## config.mk

```make
export PLATFORM = sky130hd
export DESIGN_NAME = multi_timer
export DESIGN_NICKNAME = d
export VERILOG_FILES = /design/src/rtl/multi_timer_pkg.sv /design/src/rtl/multi_timer_channel.sv /design/src/rtl/multi_timer.sv
export SDC_FILE = /design/constraint.sdc
export NUM_CORES = 1
export LEC_CHECK = 0
export BUFFER_PORTS_ARGS = -buffer_cell sky130_fd_sc_hd__buf_2
export CAP_MARGIN = 20
export CORE_MARGIN = 2
export CORE_UTILIZATION = 60
export DETAILED_ROUTE_END_ITERATION = 8
export PLACE_DENSITY = 0.81
export SYNTH_ARGS = -nofsm -noshare
export SYNTH_HDL_FRONTEND = slang
export SYNTH_SLANG_ARGS = --single-unit
```

## constraint.sdc

```tcl
create_clock -name clk -period 5.2 [get_ports clk]
set_clock_uncertainty 0.1 [all_clocks]
set_input_delay 1.04 -clock clk [delete_from_list [all_inputs] [get_ports clk]]
set_output_delay 1.04 -clock clk [all_outputs]
set_load 0.02 [all_outputs]
```

## src/rtl/multi_timer_pkg.sv

```systemverilog
// Shared encodings for the multi-channel interval timer: FSM states,
// register word offsets and CTRL bit positions.
package multi_timer_pkg;

   typedef enum logic [1:0] {
      ST_IDLE   = 2'd0,
      ST_LOAD   = 2'd1,
      ST_CNT    = 2'd2,
      ST_EXPIRE = 2'd3
   } state_e;

   // Word offsets inside a 16-byte channel window
   localparam logic [1:0] REG_CTRL   = 2'd0;
   localparam logic [1:0] REG_PRESET = 2'd1;
   localparam logic [1:0] REG_COUNT  = 2'd2;

   // Word offsets relative to the global block that follows the channels
   localparam logic [1:0] GLB_STATUS   = 2'd0;
   localparam logic [1:0] GLB_PRESCALE = 2'd1;

   localparam int CTRL_EN   = 0;
   localparam int CTRL_MODE = 1;
   localparam int CTRL_IRQ  = 3;
   localparam int CTRL_PEND = 4;

endpackage

```

## src/rtl/multi_timer_channel.sv

```systemverilog
// One timer channel: CTRL bits, PRESET, COUNT, sticky pending flag and the
// IDLE/LOAD/CNT/EXPIRE sequencer. Bus writes never stall the counting.
module multi_timer_channel
   import multi_timer_pkg::*;
#(
   parameter int CNT_WIDTH = 32
) (
   input  logic                 clk,
   input  logic                 rst,
   input  logic                 tick_i,
   input  logic                 ctrl_we_i,
   input  logic                 ctrl_en_i,
   input  logic                 ctrl_mode_i,
   input  logic                 ctrl_irq_i,
   input  logic                 preset_we_i,
   input  logic [CNT_WIDTH-1:0] preset_i,
   input  logic                 clr_i,
   output logic                 enable_o,
   output logic                 mode_o,
   output logic                 allow_irq_o,
   output logic                 pending_o,
   output logic [CNT_WIDTH-1:0] count_o,
   output logic [CNT_WIDTH-1:0] preset_o
);

   state_e               state_q, state_d;
   logic [CNT_WIDTH-1:0] count_q, count_d;
   logic [CNT_WIDTH-1:0] preset_q, preset_d;
   logic                 enable_q, enable_d;
   logic                 mode_q, mode_d;
   logic                 allow_q, allow_d;
   logic                 pending_q, pending_d;

   always_ff @(posedge clk) begin
      if (rst) begin
         state_q   <= ST_IDLE;
         count_q   <= '0;
         preset_q  <= '0;
         enable_q  <= 1'b0;
         mode_q    <= 1'b0;
         allow_q   <= 1'b0;
         pending_q <= 1'b0;
      end else begin
         state_q   <= state_d;
         count_q   <= count_d;
         preset_q  <= preset_d;
         enable_q  <= enable_d;
         mode_q    <= mode_d;
         allow_q   <= allow_d;
         pending_q <= pending_d;
      end
   end

   always_comb begin
      state_d   = state_q;
      count_d   = count_q;
      preset_d  = preset_we_i ? preset_i : preset_q;
      enable_d  = ctrl_we_i ? ctrl_en_i : enable_q;
      mode_d    = ctrl_we_i ? ctrl_mode_i : mode_q;
      allow_d   = ctrl_we_i ? ctrl_irq_i : allow_q;
      // A new expiry below overrides a same-cycle clear
      pending_d = clr_i ? 1'b0 : pending_q;

      case (state_q)
         ST_IDLE: begin
            if (enable_q) state_d = ST_LOAD;
         end
         ST_LOAD: begin
            count_d = preset_q;
            state_d = ST_CNT;
         end
         ST_CNT: begin
            if (!enable_q) begin
               state_d = ST_IDLE;
            end else if (tick_i) begin
               if (count_q > CNT_WIDTH'(1)) begin
                  count_d = count_q - CNT_WIDTH'(1);
               end else begin
                  count_d   = '0;
                  pending_d = 1'b1;
                  state_d   = ST_EXPIRE;
               end
            end
         end
         ST_EXPIRE: begin
            if (mode_q) begin
               count_d = preset_q;
               state_d = ST_CNT;
            end else begin
               enable_d = 1'b0;
               state_d  = ST_IDLE;
            end
         end
         default: state_d = ST_IDLE;
      endcase
   end

   assign enable_o    = enable_q;
   assign mode_o      = mode_q;
   assign allow_irq_o = allow_q;
   assign pending_o   = pending_q;
   assign count_o     = count_q;
   assign preset_o    = preset_q;

endmodule

```

## src/rtl/multi_timer.sv

```systemverilog
// Memory-mapped multi-channel interval timer: address decode, shared
// prescaler, read mux and the combined interrupt line.
module multi_timer
   import multi_timer_pkg::*;
#(
   parameter logic [31:0] BASE      = 32'h0000_7f00,
   parameter int          CHANNELS  = 2,
   parameter int          CNT_WIDTH = 32,
   parameter int          PRE_WIDTH = 16
) (
   input  logic                clk,
   input  logic                rst,
   input  logic [31:0]         addr,
   input  logic                write_enable,
   input  logic [31:0]         write_data,
   output logic [31:0]         read_result,
   output logic                irq,
   output logic [CHANNELS-1:0] irq_vec
);

   localparam logic [29:0] G_WORD = 30'(4 * CHANNELS);

   logic [31:0] off;
   logic [29:0] word;
   logic        unused_off_lsbs;
   logic        in_chan, status_hit, prescale_hit;

   // Byte offsets below BASE wrap to huge values and fall out as unmapped
   assign off             = addr - BASE;
   assign word            = off[31:2];
   assign unused_off_lsbs = ^off[1:0];
   assign in_chan         = (word < G_WORD);
   assign status_hit      = (word == G_WORD + 30'(GLB_STATUS));
   assign prescale_hit    = (word == G_WORD + 30'(GLB_PRESCALE));

   logic [PRE_WIDTH-1:0] prescale_q, prescale_d, pc_q, pc_d;
   logic                 tick;

   assign tick = (pc_q == prescale_q);

   always_comb begin
      prescale_d = prescale_q;
      pc_d       = tick ? '0 : pc_q + PRE_WIDTH'(1);
      if (write_enable && prescale_hit) begin
         prescale_d = write_data[PRE_WIDTH-1:0];
         pc_d       = '0;
      end
   end

   always_ff @(posedge clk) begin
      if (rst) begin
         prescale_q <= '0;
         pc_q       <= '0;
      end else begin
         prescale_q <= prescale_d;
         pc_q       <= pc_d;
      end
   end

   logic [CHANNELS-1:0]  en, mode, allow, pending;
   logic [CHANNELS-1:0]  ctrl_we, preset_we, clr;
   logic [CNT_WIDTH-1:0] count  [CHANNELS];
   logic [CNT_WIDTH-1:0] preset [CHANNELS];

   for (genvar i = 0; i < CHANNELS; i++) begin : g_ch
      logic sel;
      assign sel          = in_chan && (word[29:2] == 28'(i));
      assign ctrl_we[i]   = write_enable && sel && (word[1:0] == REG_CTRL);
      assign preset_we[i] = write_enable && sel && (word[1:0] == REG_PRESET);
      assign clr[i]       = write_enable && status_hit && write_data[i];

      multi_timer_channel #(.CNT_WIDTH(CNT_WIDTH)) u_ch (
         .clk         (clk),
         .rst         (rst),
         .tick_i      (tick),
         .ctrl_we_i   (ctrl_we[i]),
         .ctrl_en_i   (write_data[CTRL_EN]),
         .ctrl_mode_i (write_data[CTRL_MODE]),
         .ctrl_irq_i  (write_data[CTRL_IRQ]),
         .preset_we_i (preset_we[i]),
         .preset_i    (write_data[CNT_WIDTH-1:0]),
         .clr_i       (clr[i]),
         .enable_o    (en[i]),
         .mode_o      (mode[i]),
         .allow_irq_o (allow[i]),
         .pending_o   (pending[i]),
         .count_o     (count[i]),
         .preset_o    (preset[i])
      );
   end

   function automatic logic [31:0] ctrl_word(input logic e, input logic m,
                                             input logic a, input logic p);
      logic [31:0] w;
      w            = '0;
      w[CTRL_EN]   = e;
      w[CTRL_MODE] = m;
      w[CTRL_IRQ]  = a;
      w[CTRL_PEND] = p;
      return w;
   endfunction

   always_comb begin
      read_result = '0;
      for (int i = 0; i < CHANNELS; i++) begin
         if (in_chan && (word[29:2] == 28'(i))) begin
            case (word[1:0])
               REG_CTRL:   read_result = ctrl_word(en[i], mode[i], allow[i], pending[i]);
               REG_PRESET: read_result = 32'(preset[i]);
               REG_COUNT:  read_result = 32'(count[i]);
               default:    read_result = '0;
            endcase
         end
      end
      if (status_hit)   read_result = 32'(pending);
      if (prescale_hit) read_result = 32'(prescale_q);
   end

   assign irq_vec = pending & allow;
   assign irq     = |irq_vec;

endmodule

```

==> results.md <==
- Max Clk Rate: 0.200 GHz
- Post-route setup TNS: 0 ns
- Tmin final: 5.00 ns
- Die ar.: 18300 sq um
- Row count: 47
- Multi-input logic area: about 6400 sq um
- Insertion delay to the later sink of the worst-skew pair: 0.43 ns
- Initial DRC count: 1745
- DRC viols: 0
- CTS sink count: 172
- Synth top cells by count: nand2_1 (174), dfxtp_1 (172), a21oi_1 (122)
- Wirelength per Cell: 21.8 um
- PwrDens: 241 nW/um^2
- Final setup viols: 0
- Avg Inst Size Synth: 7.85 sq um
- I/O Pins: slightly above 100
- # H-tree levels: 4
- Cell variety after synth: 64
- Chip width: 135 um
- CP required: approximately 4.1 ns
- RR Endpoint: g_ch[1].u_ch.count_o[28]
- Area leader, netlist: dfxtp_1
- Area Overhead vs Synth: 11.9%
- Fin crit share: 96.1%
- Detailed Route WL: roughly 35 mm
- Critical path origin: addr[30]
- Share of layout cells above drive strength 1: between 10% and 20%
- Maximum VDD drop: 0.236 mV
- Crit end category: output pin
- Diodes inserted: 0
- Final hold violations: 0
- Vias in the first global route: 10100
- # port buffers: 99
- Syn_nets: 1387
- Worst R2R Path Depth: 7
- CTS root buf: clkbuf_16
- CTS tree: built
- Worst setup path endpoint: read_result[19]
- FFs w/ async S/R, synth: 0%
- Post-CTS Hold Buffers: 0
- First-pass GRT wire length: 54.3 mm
- Antenna violations before repair: 0
- Post-DP HPWL: 23.8 mm
- Cts repair resizes: 0
- Largest net degree at the start of global routing: between 70 and 80
- Cells after synthesis: 1315
- GPL Wtd Cong: 1.01
- Initial core utilization: 61.8%
- RSZ-0062 raised after global routing: no
- Max-slew violation count: 0
- Max_slew headroom: ~27%
- Worst-path clk slew: 0.07 ns
- Vias post-DR: between 10000 and 15000
- Final core utilization: 69.2%
- Top FF cell, synth: dfxtp_1
- Worst R2R Start: g_ch[1].u_ch.count_o[24]
- Synthesized cell area: 10300 sq um
- Die Height: around 140 um
- Measured slew at the worst slew-check pin: ~1.1 ns
- Core footprint: ~17000 sq um
- Leak Pwr: 3.97 nW
- Yosys reg bits: 172
- Total Routing Usage GR: 37.4%
- Setup Fix Bufs, Post-CTS: 0
- DR vias/cell: 7.04
- Number of synthesized flops with an enable pin: 0
- Sequential fraction of the synthesis area: 33.4%
- Worst R2R Setup Slack: 1.91 ns
- Register Area: 3440 sq um
- Top cells by area, synth: dfxtp_1 (33%), nand2_1 (6.3%), a21oi_1 (5.9%)
- Worst Setup Path Type: primary input to output pin
- Worst path arrival time: roughly 3.9 ns
- Max-cap violations: 0
- HP Start: g_ch[1].u_ch.allow_irq_o
- Final hold slack: about 0.37 ns
- Count leader, synth: nand2_1
- Status: finished clean
- CTS Buf Count: 17
- Hold/Removal Path Class: register to register
- Fillers: approximately 1400
- CP Launch Type: primary input
- Top cell type's share of synthesized area: 33.4%
- Warnings, synthesis: 0
- Antenna-violating nets left: 0
- Hold path depth: 2
- CTS Buffer Depth: 2
- Total congestion overflow: 0
- Crit-path max FO: 17
- Initial DRT Pass Iterations: 8
- Final nets: about 1400
-- layout make-up --
class	instances	share of cell area [%]
clock buffers	19	3.92
flip-flops and latches	172	29.8
repair buffers	133	6.83
clock inverters	12	1.12
multi-input cells	1010	55.4
inverters	18	0.585
well taps	220	2.38
-- where the power goes --
| group | internal, mW | leakage (nW) | switching, mW |
|---|---|---|---|
| logic | 0.0435 | 2.29 | 0.128 |
| clock network | 0.700 | 0.287 | 0.591 |
| registers | 1.32 | 1.38 | 0.000000000607 |
| total | 2.06 | 3.97 | 0.719 |
-- how the worst min path moves through the flow --
stage | endpoint | slack [ns]
detailed placement | g_ch[1].u_ch.preset_o[6] | 0.37
floorplan | g_ch[1].u_ch.mode_o | 0.34
global placement | g_ch[0].u_ch.allow_irq_o | 0.36
finish | g_ch[1].u_ch.allow_irq_o | 0.37
CTS | g_ch[1].u_ch.allow_irq_o | 0.38
global route | g_ch[1].u_ch.allow_irq_o | 0.40
-- metrics by stage --
stage | instances | area (sq um) | power (mW) | setup WS, ns
2_1_floorplan | 1315 | 10300 | 1.43 | 0.551
3_3_place_gp | 1550 | 10900 | 1.51 | 0.273
3_5_place_dp | 1552 | 11000 | 1.51 | 0.244
4_1_cts | 1583 | 11500 | 2.77 | 0.240
5_1_grt | 1584 | 11600 | 2.84 | 0.0987
6_report | 1584 | 11600 | 2.78 | 0.200
-- critical path: stages --
cell,delay [ns]
buf_2,0.10
or4_1,0.50
or4_1,0.42
a211o_1,0.34
or2_1,0.30
or2_2,0.54
a2111oi_2,0.38
buf_2,0.23
-- state kept, by name, summed over array words and instances (netlist names) --
name	flops
pc_q	16
g_ch.u_ch.pending_o	2
g_ch.u_ch.count_o	64
prescale_q	16
g_ch.u_ch.mode_o	2
g_ch.u_ch.allow_irq_o	2
g_ch.u_ch.enable_o	2
g_ch.u_ch.state_q	4
g_ch.u_ch.preset_o	64
-- cells by family (layout without fill, tap and decap cells) --
group,after synthesis,after routing,share of synthesized area (%)
buffers and inverters,133,182,5.21
muxes,47,47,4.57
adders and majority gates,5,5,0.606
AOI/OAI and AO/OA,439,439,30.5
and+or+nand+nor,488,488,23.1
xor gates and xnor gates,31,31,2.63
DFF,172,172,33.4
-- layer usage --
metal  GRT usage, %  vias up  part of all wire, %
met5              0        -                    0
met4           12.6        0                  3.2
met1           49.6     5314                   40
li1               -     5053                    -
met2           60.3      695                   47
met3           8.87       97                   11
-- cell usage in the layout, fill, tap and decap left out, drive strengths merged, types with 20 or more instances in the layout --
cell type / n
nand4: 51
a21oi: 122
a211oi: 26
dfxtp: 172
inv: 25
nor2: 93
mux2i: 46
o21ai: 91
buf: 133
nor4: 20
nand3: 26
a221oi: 30
a2111oi: 21
a22oi: 31
xnor2: 24
nand2: 174
nor3: 41
Note: power is estimated with default switching activity, not from simulation.
